### config.mk
export PLATFORM = sky130hd
export DESIGN_NAME = ysyx_25020037_ifu_fetch_flat
export DESIGN_NICKNAME = d
export VERILOG_FILES = /design/src/rtl/ysyx_25020037_ifu_fetch_if.sv /design/src/rtl/ysyx_25020037_ifu_fetch.sv /design/src/flat_wrapper.sv
export SDC_FILE = /design/constraint.sdc
export NUM_CORES = 1
export LEC_CHECK = 0
export ABC_CLOCK_PERIOD_IN_PS = 6600
export CAP_MARGIN = 20
export CORE_MARGIN = 5
export CORE_UTILIZATION = 48
export DETAILED_ROUTE_END_ITERATION = 10
export HOLD_SLACK_MARGIN = 0.08
export PLACE_DENSITY = 0.86
export SETUP_SLACK_MARGIN = 0.02
export SYNTH_ARGS = -nofsm -noshare
export SYNTH_HDL_FRONTEND = slang
export SYNTH_SLANG_ARGS = --single-unit
### constraint.sdc
create_clock -name clk -period 6.6 [get_ports clk]
set_input_delay 1.32 -clock clk [delete_from_list [all_inputs] [get_ports clk]]
set_output_delay 1.32 -clock clk [all_outputs]
set_load 0.05 [all_outputs]
### src/rtl/ysyx_25020037_ifu_fetch_if.sv
// Fetch-unit handshake bundle: decode-side valid/ready, execute redirect,
// and the single-outstanding valid/ready instruction memory port.
interface ysyx_25020037_ifu_fetch_if;
    logic        idu_ready;
    logic        ifu_valid;
    logic [63:0] fu_to_du_bus;
    logic        exu_dnpc_valid;
    logic [31:0] dnpc;
    logic        req_valid;
    logic        req_ready;
    logic [31:0] req_addr;
    logic        resp_valid;
    logic [31:0] resp_data;
    logic        resp_err;

    modport master (
        input  idu_ready, exu_dnpc_valid, dnpc, req_ready,
        input  resp_valid, resp_data, resp_err,
        output ifu_valid, fu_to_du_bus, req_valid, req_addr
    );

    modport slave (
        output idu_ready, exu_dnpc_valid, dnpc, req_ready,
        output resp_valid, resp_data, resp_err,
        input  ifu_valid, fu_to_du_bus, req_valid, req_addr
    );
endinterface

### src/rtl/ysyx_25020037_ifu_fetch.sv
// Instruction fetch unit: owns the PC, keeps one fetch in flight and hands
// {pc, inst} to decode; redirects squash in-flight or held wrong-path fetches.
module ysyx_25020037_ifu_fetch #(
    parameter logic [31:0] RESET_PC     = 32'h3000_0000,
    parameter logic [31:0] ILLEGAL_INST = 32'hFFFF_FFFF
) (
    input  logic                           clk,
    input  logic                           rst,
    ysyx_25020037_ifu_fetch_if.master      ifc
);

    typedef enum logic [1:0] {
        S_REQ,
        S_WAIT,
        S_HOLD
    } state_t;

    state_t      state_q, state_d;
    logic [31:0] pc_q, pc_d;
    logic        drop_q, drop_d;
    logic        req_valid_q, req_valid_d;
    logic        ifu_valid_q, ifu_valid_d;
    logic [63:0] bus_q, bus_d;
    logic        redirect;

    assign redirect = ifc.exu_dnpc_valid;

    always_comb begin
        state_d = state_q;
        pc_d    = pc_q;
        drop_d  = drop_q;
        bus_d   = bus_q;

        case (state_q)
            S_REQ: begin
                // A request accepted in a redirect cycle is already wrong-path.
                if (req_valid_q && ifc.req_ready) begin
                    state_d = S_WAIT;
                    drop_d  = redirect;
                end
            end
            S_WAIT: begin
                if (ifc.resp_valid) begin
                    state_d = S_REQ;
                    drop_d  = 1'b0;
                    if (!drop_q && !redirect) begin
                        bus_d   = {pc_q, ifc.resp_err ? ILLEGAL_INST : ifc.resp_data};
                        state_d = S_HOLD;
                    end
                end else if (redirect) begin
                    drop_d = 1'b1;
                end
            end
            S_HOLD: begin
                if (redirect || ifc.idu_ready) begin
                    state_d = S_REQ;
                    if (!redirect) begin
                        pc_d = pc_q + 32'd4;
                    end
                end
            end
            default: begin
                state_d = S_REQ;
            end
        endcase

        if (redirect) begin
            pc_d = ifc.dnpc;
        end

        // The redirect cycle leaves a one-cycle gap before the new-path request.
        req_valid_d = (state_d == S_REQ) && !redirect;
        ifu_valid_d = (state_d == S_HOLD);
    end

    always_ff @(posedge clk or negedge rst) begin
        if (!rst) begin
            state_q     <= S_REQ;
            pc_q        <= RESET_PC;
            drop_q      <= 1'b0;
            req_valid_q <= 1'b0;
            ifu_valid_q <= 1'b0;
            bus_q       <= 64'd0;
        end else begin
            state_q     <= state_d;
            pc_q        <= pc_d;
            drop_q      <= drop_d;
            req_valid_q <= req_valid_d;
            ifu_valid_q <= ifu_valid_d;
            bus_q       <= bus_d;
        end
    end

    assign ifc.req_valid    = req_valid_q;
    assign ifc.req_addr     = pc_q;
    assign ifc.ifu_valid    = ifu_valid_q;
    assign ifc.fu_to_du_bus = bus_q;

endmodule
### src/flat_wrapper.sv
// flat-port wrapper written by rule: the top's interface ports become plain ports
module ysyx_25020037_ifu_fetch_flat 
#(
    parameter logic [31:0] RESET_PC     = 32'h3000_0000,
    parameter logic [31:0] ILLEGAL_INST = 32'hFFFF_FFFF
)
  (clk, rst, ifc_idu_ready, ifc_exu_dnpc_valid, ifc_dnpc, ifc_req_ready, ifc_resp_valid, ifc_resp_data, ifc_resp_err, ifc_ifu_valid, ifc_fu_to_du_bus, ifc_req_valid, ifc_req_addr);
  ysyx_25020037_ifu_fetch_if ifc_i ();
  input  logic clk;
  input  logic rst;
  input wire logic [$bits(ifc_i.idu_ready)-1:0] ifc_idu_ready;
  input wire logic [$bits(ifc_i.exu_dnpc_valid)-1:0] ifc_exu_dnpc_valid;
  input wire logic [$bits(ifc_i.dnpc)-1:0] ifc_dnpc;
  input wire logic [$bits(ifc_i.req_ready)-1:0] ifc_req_ready;
  input wire logic [$bits(ifc_i.resp_valid)-1:0] ifc_resp_valid;
  input wire logic [$bits(ifc_i.resp_data)-1:0] ifc_resp_data;
  input wire logic [$bits(ifc_i.resp_err)-1:0] ifc_resp_err;
  output wire logic [$bits(ifc_i.ifu_valid)-1:0] ifc_ifu_valid;
  output wire logic [$bits(ifc_i.fu_to_du_bus)-1:0] ifc_fu_to_du_bus;
  output wire logic [$bits(ifc_i.req_valid)-1:0] ifc_req_valid;
  output wire logic [$bits(ifc_i.req_addr)-1:0] ifc_req_addr;
  assign ifc_i.idu_ready = ifc_idu_ready;
  assign ifc_i.exu_dnpc_valid = ifc_exu_dnpc_valid;
  assign ifc_i.dnpc = ifc_dnpc;
  assign ifc_i.req_ready = ifc_req_ready;
  assign ifc_i.resp_valid = ifc_resp_valid;
  assign ifc_i.resp_data = ifc_resp_data;
  assign ifc_i.resp_err = ifc_resp_err;
  assign ifc_ifu_valid = ifc_i.ifu_valid;
  assign ifc_fu_to_du_bus = ifc_i.fu_to_du_bus;
  assign ifc_req_valid = ifc_i.req_valid;
  assign ifc_req_addr = ifc_i.req_addr;
  ysyx_25020037_ifu_fetch #(.RESET_PC(RESET_PC), .ILLEGAL_INST(ILLEGAL_INST)) u_core (.clk(clk), .rst(rst), .ifc(ifc_i));
endmodule
==> impl_metrics.tcl, run 1 <==
set metrics [dict create \
    crit_path_end_kind "register" \
    vdd_drop_max_mv 0.206 \
    cts_sinks 101 \
    hold_violations 0 \
    maxCapViolations 0 \
    detail-route-antenna-nets 0 \
    required_ns 6.86 \
    yosysUniqueCellTypes 41 \
    drt-total-wl_mm 12.1 \
    hold_buffers 0 \
    synth_top_family_by_area "simple AND/OR/NAND/NOR gates" \
    yosys.area_share.xor_xnor 0.0210 \
    grt_usage 0.212 \
    synth-simple-area-share 0.186 \
    gp_routability_congestion 0.810 \
    drive_gt1_frac 0.0924 \
    clk_pin_slew_ns 0.09 \
    syn_inst 447 \
    die_x_um 108 \
    boundaryPins 169 \
    hpwlAfterDp_mm 8.93 \
    clk_latency_ns 0.35 \
    period_share 0.496 \
    drtIter0Drc 199 \
    postCtsSetupBuffers 0 \
    cp-startpoint "ifc_idu_ready" \
    start_util 0.494 \
    stdcell_count 735 \
    finalSetupTns_ns 0 \
    synthFlopType "dfrtp_1" \
    worst-setup-path-type "primary input to register" \
    htree_num_levels 3 \
    grt_pass1_vias 3947 \
    grt-ovfl-total 0 \
    core_sq_mm 0.00928 \
    cts_resized 0 \
    status "completed" \
    cellLeakagePower_nw 2.71 \
    min-delay-start "u_core.ifc.fu_to_du_bus[51]" \
    async_flop_share 1.00 \
    n_antenna_cell 0 \
    yosysSeqAreaShare 0.551 \
    power.density_mw_per_mm2 451 \
    port_buffers 168 \
    fp.dieH_um 108 \
    cts_inserted_buffers 9 \
    drc 0 \
    synth_mux_area_frac 0.0709 \
    row_count 35 \
    cts_tree "built" \
    ys_ff_latch 101 \
    hold_path_class "register to register" \
    fmax_mhz 305 \
    synth_top_cell_area_share 0.540 \
    rrSetupSlack_ns 4.31 \
    rsz0062_at_grt "false" \
    clock-root-buffer "clkbuf_8" \
    synthesis.area_sq_mm 0.00459 \
    finalSetupViolCount 0 \
    vias 3975 \
    grt_pass1_wl_mm 19.5 \
    cp-start-kind "primary input" \
    synth_area_leaders "dfrtp_1 (54%), mux2_2 (6.9%), o21ai_0 (5.7%)" \
    antenna_found_initial 0 \
    path_max_fanout 32 \
    final_core_util 0.704 \
    r2r-start "u_core.state_q[0]" \
    total_power_mw 2.95 \
    final_max_slew_viol_count 0 \
    area_growth_pct 42.3 \
    synth_compound_area_frac 0.119 \
    yosysWarnings 0 \
    synth-edff-count 0 \
    synth_top_area_cell "dfrtp_1" \
    die_area_sq_mm 0.0116 \
    synthAdderAreaFrac 0.00273 \
    place_inst 718 \
    critPathArrivalTime_ns 3.54 \
    postSynthAreaPerCell_sq_um 10.3 \
    syn-num-nets 519 \
    max-slew-margin-rel 0.389 \
    grt_max_degree 69 \
    clk_path_buf_depth 2 \
    fin_skew_ns 0.0168 \
    wl_per_cell_um 16.5 \
    min_period_ns 3.27 \
    avgViaCountPerCell 5.41 \
    first_pass_iters 4 \
    worst_slew_pin_slew_ns 0.915 \
    nets 673 \
]
[cell usage after synthesis, types with 2 or more instances]
cell type	count
mux2_2	28
dfstp_2	2
and3_1	4
o31ai_1	15
o21ai_0	52
xnor2_1	8
nand3_1	10
nor3_1	3
dlygate4sd3_1	2
xor2_1	3
a311oi_1	2
nor4_1	4
clkbuf_8	3
nand4_1	11
nor2_1	54
inv_1	9
buf_6	4
and4_1	2
dfrtp_1	99
nand2_1	60
o41ai_1	2
or4_1	17
a31oi_1	16
clkbuf_1	19
a21oi_1	2
[per-layer routing]
layer / global-route usage / vias up / share of wire
met3: 0.0528 / 27 / 0.061
met5: 0 / - / 0
met2: 0.361 / 160 / 0.50
met4: 0.0830 / 0 / 0.027
met1: 0.257 / 1890 / 0.41
li1: - / 1898 / -
[critical path, stage by stage]
cell and delay (ns):
clkdlybuf4s50_1 0.57, nand3b_4 0.17, or4_4 0.71, or4_1 0.57
a31oi_1 0.19
[path summary, 6_finish.rpt]
kind | end | depth (start not counted)
worst max register to register | u_core.ifc.req_addr[18] | 4
min in group asynchronous | u_core.ifc.fu_to_du_bus[56] | 1
max in group asynchronous | u_core.ifc.fu_to_du_bus[16] | 2
worst max-delay path | u_core.ifc.req_addr[18] | 5
worst min-delay path | u_core.ifc.fu_to_du_bus[51] | 2
worst min register to register | u_core.ifc.fu_to_du_bus[51] | 2
[flip-flops by register name, indices dropped and copies added, names as in the netlist]
register,flops
u_core.drop_q,1
u_core.ifc.fu_to_du_bus,64
u_core.ifc.ifu_valid,1
u_core.ifc.req_addr,32
u_core.ifc.req_valid,1
u_core.state_q,2
[logic make-up (layout without fill, tap and decap cells)]
group	after synthesis	after routing
AOI/OAI and AO/OA	92	92
xor gates and xnor gates	11	11
adders and majority gates	1	1
buffers and inverters	39	198
DFF	101	101
muxes	29	29
and+or+nand+nor	174	174
[metrics by stage]
| step | hold slack [ns] | cell area, sq um | setup WS (ns) |
|---|---|---|---|
| 2_1_floorplan | 0.500 | 4590 | 3.74 |
| 3_3_place_gp | 0.463 | 6270 | 3.06 |
| 3_5_place_dp | 0.469 | 6270 | 2.96 |
| 4_1_cts | 0.490 | 6500 | 3.32 |
| 5_1_grt | 0.505 | 6530 | 3.27 |
| 6_report | 0.482 | 6530 | 3.33 |
[cells in the final DEF (no fill, tap or decap), types with 2 or more instances in the layout]
master | netlist | layout
a31oi_1 | 16 | 16
nand2_1 | 60 | 60
dfstp_2 | 2 | 2
clkbuf_1 | 19 | 3
and4_1 | 2 | 2
buf_4 | 1 | 5
bufinv_16 | 0 | 3
inv_1 | 9 | 9
or4_1 | 17 | 17
o21ai_0 | 52 | 52
xor2_1 | 3 | 3
clkdlybuf4s50_1 | 0 | 167
a311oi_1 | 2 | 2
o31ai_1 | 15 | 15
nor3_1 | 3 | 3
clkbuf_8 | 3 | 9
nand4_1 | 11 | 11
nand3_1 | 10 | 10
nor4_1 | 4 | 4
nor2_1 | 54 | 54
mux2_2 | 28 | 28
dfrtp_1 | 99 | 99
a21oi_1 | 2 | 2
o41ai_1 | 2 | 2
and3_1 | 4 | 4
xnor2_1 | 8 | 8
[report_power, final]
| group | internal [mW] | switching [mW] |
|---|---|---|
| combinational | 0.514 | 1.01 |
| sequential | 0.835 | 0.136 |
| clock | 0.253 | 0.198 |
[area by class of cell]
type                       count  area, sq um
multi-input combinational    307         1840
clock buffer                  12          135
clock inverter                 4         98.8
sequential                   101         2530
timing repair buffer         173         1740
inverter                       9         33.8
tap                          129          161
fill                         722         2750
Power figures use the tool's default switching activity.
==> run 2: changes to the inputs <==
--- a/config.mk
+++ b/config.mk
@@ -5,13 +5,13 @@
 export SDC_FILE = /design/constraint.sdc
 export NUM_CORES = 1
 export LEC_CHECK = 0
-export ABC_CLOCK_PERIOD_IN_PS = 6600
+export ABC_CLOCK_PERIOD_IN_PS = 3000
 export CAP_MARGIN = 20
 export CORE_MARGIN = 5
-export CORE_UTILIZATION = 48
+export CORE_UTILIZATION = 40
 export DETAILED_ROUTE_END_ITERATION = 10
 export HOLD_SLACK_MARGIN = 0.08
-export PLACE_DENSITY = 0.86
+export PLACE_DENSITY = 0.76
 export SETUP_SLACK_MARGIN = 0.02
 export SYNTH_ARGS = -nofsm -noshare
 export SYNTH_HDL_FRONTEND = slang
==> constraint.sdc (replaced) <==
create_clock -name clk -period 3 [get_ports clk]
set_input_delay 0.6 -clock clk [delete_from_list [all_inputs] [get_ports clk]]
set_output_delay 0.6 -clock clk [all_outputs]
set_load 0.05 [all_outputs]
==> impl_metrics.tcl, run 2 (synthesis gave the netlist of run 1 again) <==
set metrics [dict create \
    row_count 39 \
    hpwlAfterDp_mm 9.22 \
    stdcell_count 752 \
    final_core_util 0.592 \
    fmax_mhz 409 \
    worst-setup-path-type "primary input to register" \
    hold_buffers 0 \
    hold_slack_ns 0.241 \
    n_antenna_cell 0 \
    path_cells "clkdlybuf4s50_1 > nand3b_4 > or4_4 > or4_1 > a31oi_1" \
    place_ws_ns 0.198 \
    critPathArrivalTime_ns 2.71 \
    postCtsSetupBuffers 0 \
    wl_per_cell_um 16.8 \
    nets 676 \
    clk_latency_ns 0.34 \
    maxCapViolations 0 \
    place_inst 736 \
    drt-total-wl_mm 12.6 \
    cts_inserted_buffers 9 \
    first_pass_iters 4 \
    worst_slack_ns 0.553 \
    vdd_drop_max_mv 0.601 \
    gp_routability_congestion 0.793 \
    grt-ovfl-total 0 \
    max-slew-margin-rel 0.623 \
    avgViaCountPerCell 5.30 \
    path_max_fanout 32 \
    htree_num_levels 3 \
    area_growth_pct 46.0 \
    grt_pass1_wl_mm 20.2 \
    grt_max_degree 73 \
    fp.dieH_um 117 \
    drive_gt1_frac 0.102 \
    drc 0 \
    cellLeakagePower_nw 2.79 \
    drtIter0Drc 235 \
    required_ns 3.26 \
    cts_tree "built" \
    fin_skew_ns 0.00733 \
    final_cell_mix "clkdlybuf4s50_1 (167), dfrtp_1 (99), nand2_1 (60)" \
    core_sq_mm 0.0113 \
    rsz0062_at_grt "false" \
    die_area_sq_mm 0.0137 \
    die_x_um 117 \
    cp-start-kind "primary input" \
    hold_violations 0 \
    boundaryPins 169 \
    min_period_ns 2.45 \
    path_delay_family "simple AND/OR/NAND/NOR gates" \
    clk_pin_slew_ns 0.07 \
    cpPeakStageDelay_ns 0.69 \
    detail-route-antenna-nets 0 \
    finalSetupViolCount 0 \
    finalSetupTns_ns 0 \
    hold_path_class "primary input to asynchronous set/reset pin" \
    antenna_found_initial 0 \
    clock-root-buffer "clkbuf_16" \
    clk_path_buf_depth 2 \
    status "completed" \
    start_util 0.406 \
    vias 3984 \
    cp.buffers_inverters 1 \
    largest_register_ffs 64 \
    final_max_slew_viol_count 0 \
    port_buffers 168 \
    worst_slew_pin_slew_ns 0.566 \
    grt_pass1_vias 3987 \
    final_common_cell "clkdlybuf4s50_1" \
    power.density_mw_per_mm2 1020 \
    period_share 0.816 \
    cts_resized 0 \
    cts_sinks 101 \
    cpMaxStageDelayCell "or4_4" \
    grt_usage 0.187 \
    crit_path_end_kind "register" \
]
-- run 2: area by class of cell --
cell class              count  area (sq um)
repair buffers            176          1780
inverters                   9          33.8
flip-flops and latches    101          2530
fillers                   976          4620
well taps                 143           179
clock inverters             3          65.1
multi-input cells         307          1840
clock buffers              13           280
-- run 2: layer usage --
metal	wire length, um	vias up	GRT usage
met5	0	-	0
met4	287	0	0.0749
met3	1090	21	0.0447
met2	6130	165	0.300
met1	5140	1893	0.245
li1	-	1905	-
-- run 2: path summary, 6_finish.rpt --
| check | start | to | slack (ns) | cells past startpoint |
|---|---|---|---|---|
| setup / recovery | ifc_idu_ready | u_core.ifc.req_addr[20] | 0.55 | 5 |
| hold / removal | rst | u_core.ifc.fu_to_du_bus[59] | 0.24 | 1 |
| setup reg to reg | u_core.ifc.req_addr[3] | u_core.ifc.req_addr[30] | 0.80 | 5 |
| hold reg to reg | u_core.ifc.fu_to_du_bus[57] | u_core.ifc.fu_to_du_bus[57] | 0.48 | 2 |
| max in group asynchronous | rst | u_core.ifc.req_addr[29] | 1.99 | 2 |
| min in group clk | u_core.ifc.fu_to_du_bus[57] | u_core.ifc.fu_to_du_bus[57] | 0.48 | 2 |
-- run 2: metrics by stage --
step / instance area [sq um] / power [mW]
after global placement: 6360 / 5.48
after floorplan: 4590 / 4.28
final: 6700 / 6.83
after CTS: 6700 / 6.89
after global routing: 6700 / 7.15
after detailed placement: 6360 / 5.57
-- run 2: worst reg2reg max path, delay by kind of cell (launching register included) --
kind            cells  cell delay (ns)
compound gates      1             0.17
fa+ha+maj           1             0.31
flops               1             0.51
simple gates        3             1.13
-- run 2: report_power, final --
group          leakage (nW)  switching, mW  internal (mW)
Combinational          1.40           2.23           1.14
Sequential             1.22          0.310           1.84
Clock                 0.172          0.494          0.821
Total                  2.79           3.03           3.80
==> run 3: changes to the inputs <==
--- a/config.mk
+++ b/config.mk
@@ -5,7 +5,7 @@
 export SDC_FILE = /design/constraint.sdc
 export NUM_CORES = 1
 export LEC_CHECK = 0
-export ABC_CLOCK_PERIOD_IN_PS = 3000
+export ABC_CLOCK_PERIOD_IN_PS = 2050
 export CAP_MARGIN = 20
 export CORE_MARGIN = 5
 export CORE_UTILIZATION = 40
==> constraint.sdc (replaced) <==
create_clock -name clk -period 2.05 [get_ports clk]
set_input_delay 0.41 -clock clk [delete_from_list [all_inputs] [get_ports clk]]
set_output_delay 0.41 -clock clk [all_outputs]
set_load 0.05 [all_outputs]
==> impl_metrics.tcl, run 3 (synthesis gave the netlist of run 1 again) <==
set metrics [dict create \
    power.density_mw_per_mm2 1430 \
    cp-startpoint "u_core.ifc.req_addr[23]" \
    path_delay_family "buffers and inverters" \
    placed_cell_area_sq_mm 0.00657 \
    worst-setup-path-type "register to output pin" \
    wl_per_cell_um 17.0 \
    vdd_drop_max_mv 1.02 \
    final_max_slew_viol_count 0 \
    cpMaxStageDelayCell "clkdlybuf4s50_1" \
    grt-ovfl-total 0 \
    cpPeakStageDelay_ns 0.82 \
    max-slew-margin-rel 0.649 \
    core_sq_mm 0.0113 \
    nFillCells 942 \
    status "completed" \
    gp_routability_congestion 0.836 \
    cts_tree "built" \
    start_util 0.406 \
    die_x_um 117 \
    n_antenna_cell 0 \
    antenna_found_initial 0 \
    hold_path_depth 2 \
    hold_path_class "register to register" \
    finalSetupViolCount 0 \
    path_max_fanout 6 \
    drc 0 \
    critPathArrivalTime_ns 1.58 \
    largest_register_ffs 64 \
    boundaryPins 169 \
    worst_slew_pin_slew_ns 0.525 \
    fin_area_sq_mm 0.00695 \
    required_ns 1.64 \
    final_common_cell "clkdlybuf4s50_1" \
    hold_violations 0 \
    min-delay-start "u_core.ifc.fu_to_du_bus[58]" \
    r2r-end "u_core.ifc.req_addr[20]" \
    rsz0062_at_grt "false" \
    row_count 39 \
    first_pass_iters 5 \
    cp-start-kind "register" \
    grt_usage 0.199 \
    fin_skew_ns 0.00919 \
    cts_inserted_buffers 9 \
    final_core_util 0.614 \
    maxCapViolations 0 \
    min_period_ns 1.99 \
    drt-total-wl_mm 13.3 \
    port_buffers 168 \
    grt_max_degree 62 \
    die_area_sq_mm 0.0137 \
    detail-route-antenna-nets 0 \
    grt_pass1_vias 4289 \
    r2r_cells 5 \
    hpwlAfterDp_mm 9.48 \
    total_power_mw 9.96 \
    cp.buffers_inverters 1 \
    cellLeakagePower_nw 2.96 \
    clock-root-buffer "clkbuf_16" \
    period_share 0.970 \
    rrSetupSlack_ns 0.10 \
    grt_pass1_wl_mm 21.5 \
    drtIter0Drc 294 \
    cts_sinks 101 \
    clk_pin_slew_ns 0.07 \
    nets 708 \
    fmax_mhz 503 \
    postCtsSetupBuffers 0 \
    fp.dieH_um 117 \
    crit_path_end_kind "output pin" \
    htree_num_levels 3 \
    r2r-start "u_core.state_q[0]" \
    vias 4162 \
    final_cell_mix "clkdlybuf4s50_1 (136), dfrtp_1 (76), nand2_1 (60)" \
    path_cells "clkdlybuf4s50_1" \
    area_growth_pct 51.5 \
    clk_path_buf_depth 2 \
    hold_path_end "u_core.ifc.fu_to_du_bus[58]" \
    avgViaCountPerCell 5.31 \
    drive_gt1_frac 0.218 \
    clk_latency_ns 0.34 \
]
[run 3: area by class of cell]
cell class | count | area, sq um | area share
inverter | 9 | 33.8 | 0.00486
multi-input combinational | 309 | 1880 | 0.271
timing repair buffer | 206 | 1970 | 0.283
sequential | 101 | 2560 | 0.368
clock inverter | 2 | 37.5 | 0.00540
tap | 143 | 179 | 0.0257
clock buffer | 14 | 294 | 0.0423
[run 3: how the worst max path moves through the flow]
stage / end / slack, ns / cells after the start
finish: ifc_req_addr[23] / 0.06 / 1
global route: ifc_req_addr[30] / 0.02 / 1
CTS: ifc_req_addr[31] / 0.04 / 1
detailed placement: u_core.ifc.req_addr[17] / -0.48 / 5
global placement: u_core.ifc.req_addr[20] / -0.43 / 6
floorplan: u_core.ifc.req_addr[17] / -0.05 / 6
[run 3: routing by layer]
layer / wire length, um / global-route usage
met3: 967 / 0.0401
met1: 5680 / 0.266
met5: 0 / 0
met2: 6260 / 0.312
met4: 423 / 0.0956
[run 3: what timing repair did]
| item | in CTS | in global routing |
|---|---|---|
| cloned | 2 | 0 |
| hold endpoints to repair | 42 | 0 |
| setup endpoints to repair | 18 | 7 |
| resized for setup | 7 | 6 |
| pin swaps | 1 | 0 |
| hold buffers | 1 | 0 |
[run 3: through the flow]
stage               setup TNS, ns  hold WS, ns  setup WS [ns]  instances
floorplan                 -0.0486        0.114        -0.0486        447
global route                    0        0.502         0.0203        784
finish                          0        0.481         0.0613        784
CTS                             0        0.486         0.0373        784
global placement            -6.00        0.419         -0.429        765
detailed placement          -6.72        0.414         -0.481        765
[run 3: power breakdown]
group          total [mW]  internal [mW]  switching, mW
combinational        5.00           1.69           3.32
clock                1.85           1.11          0.738
sequential           3.11           2.70          0.405
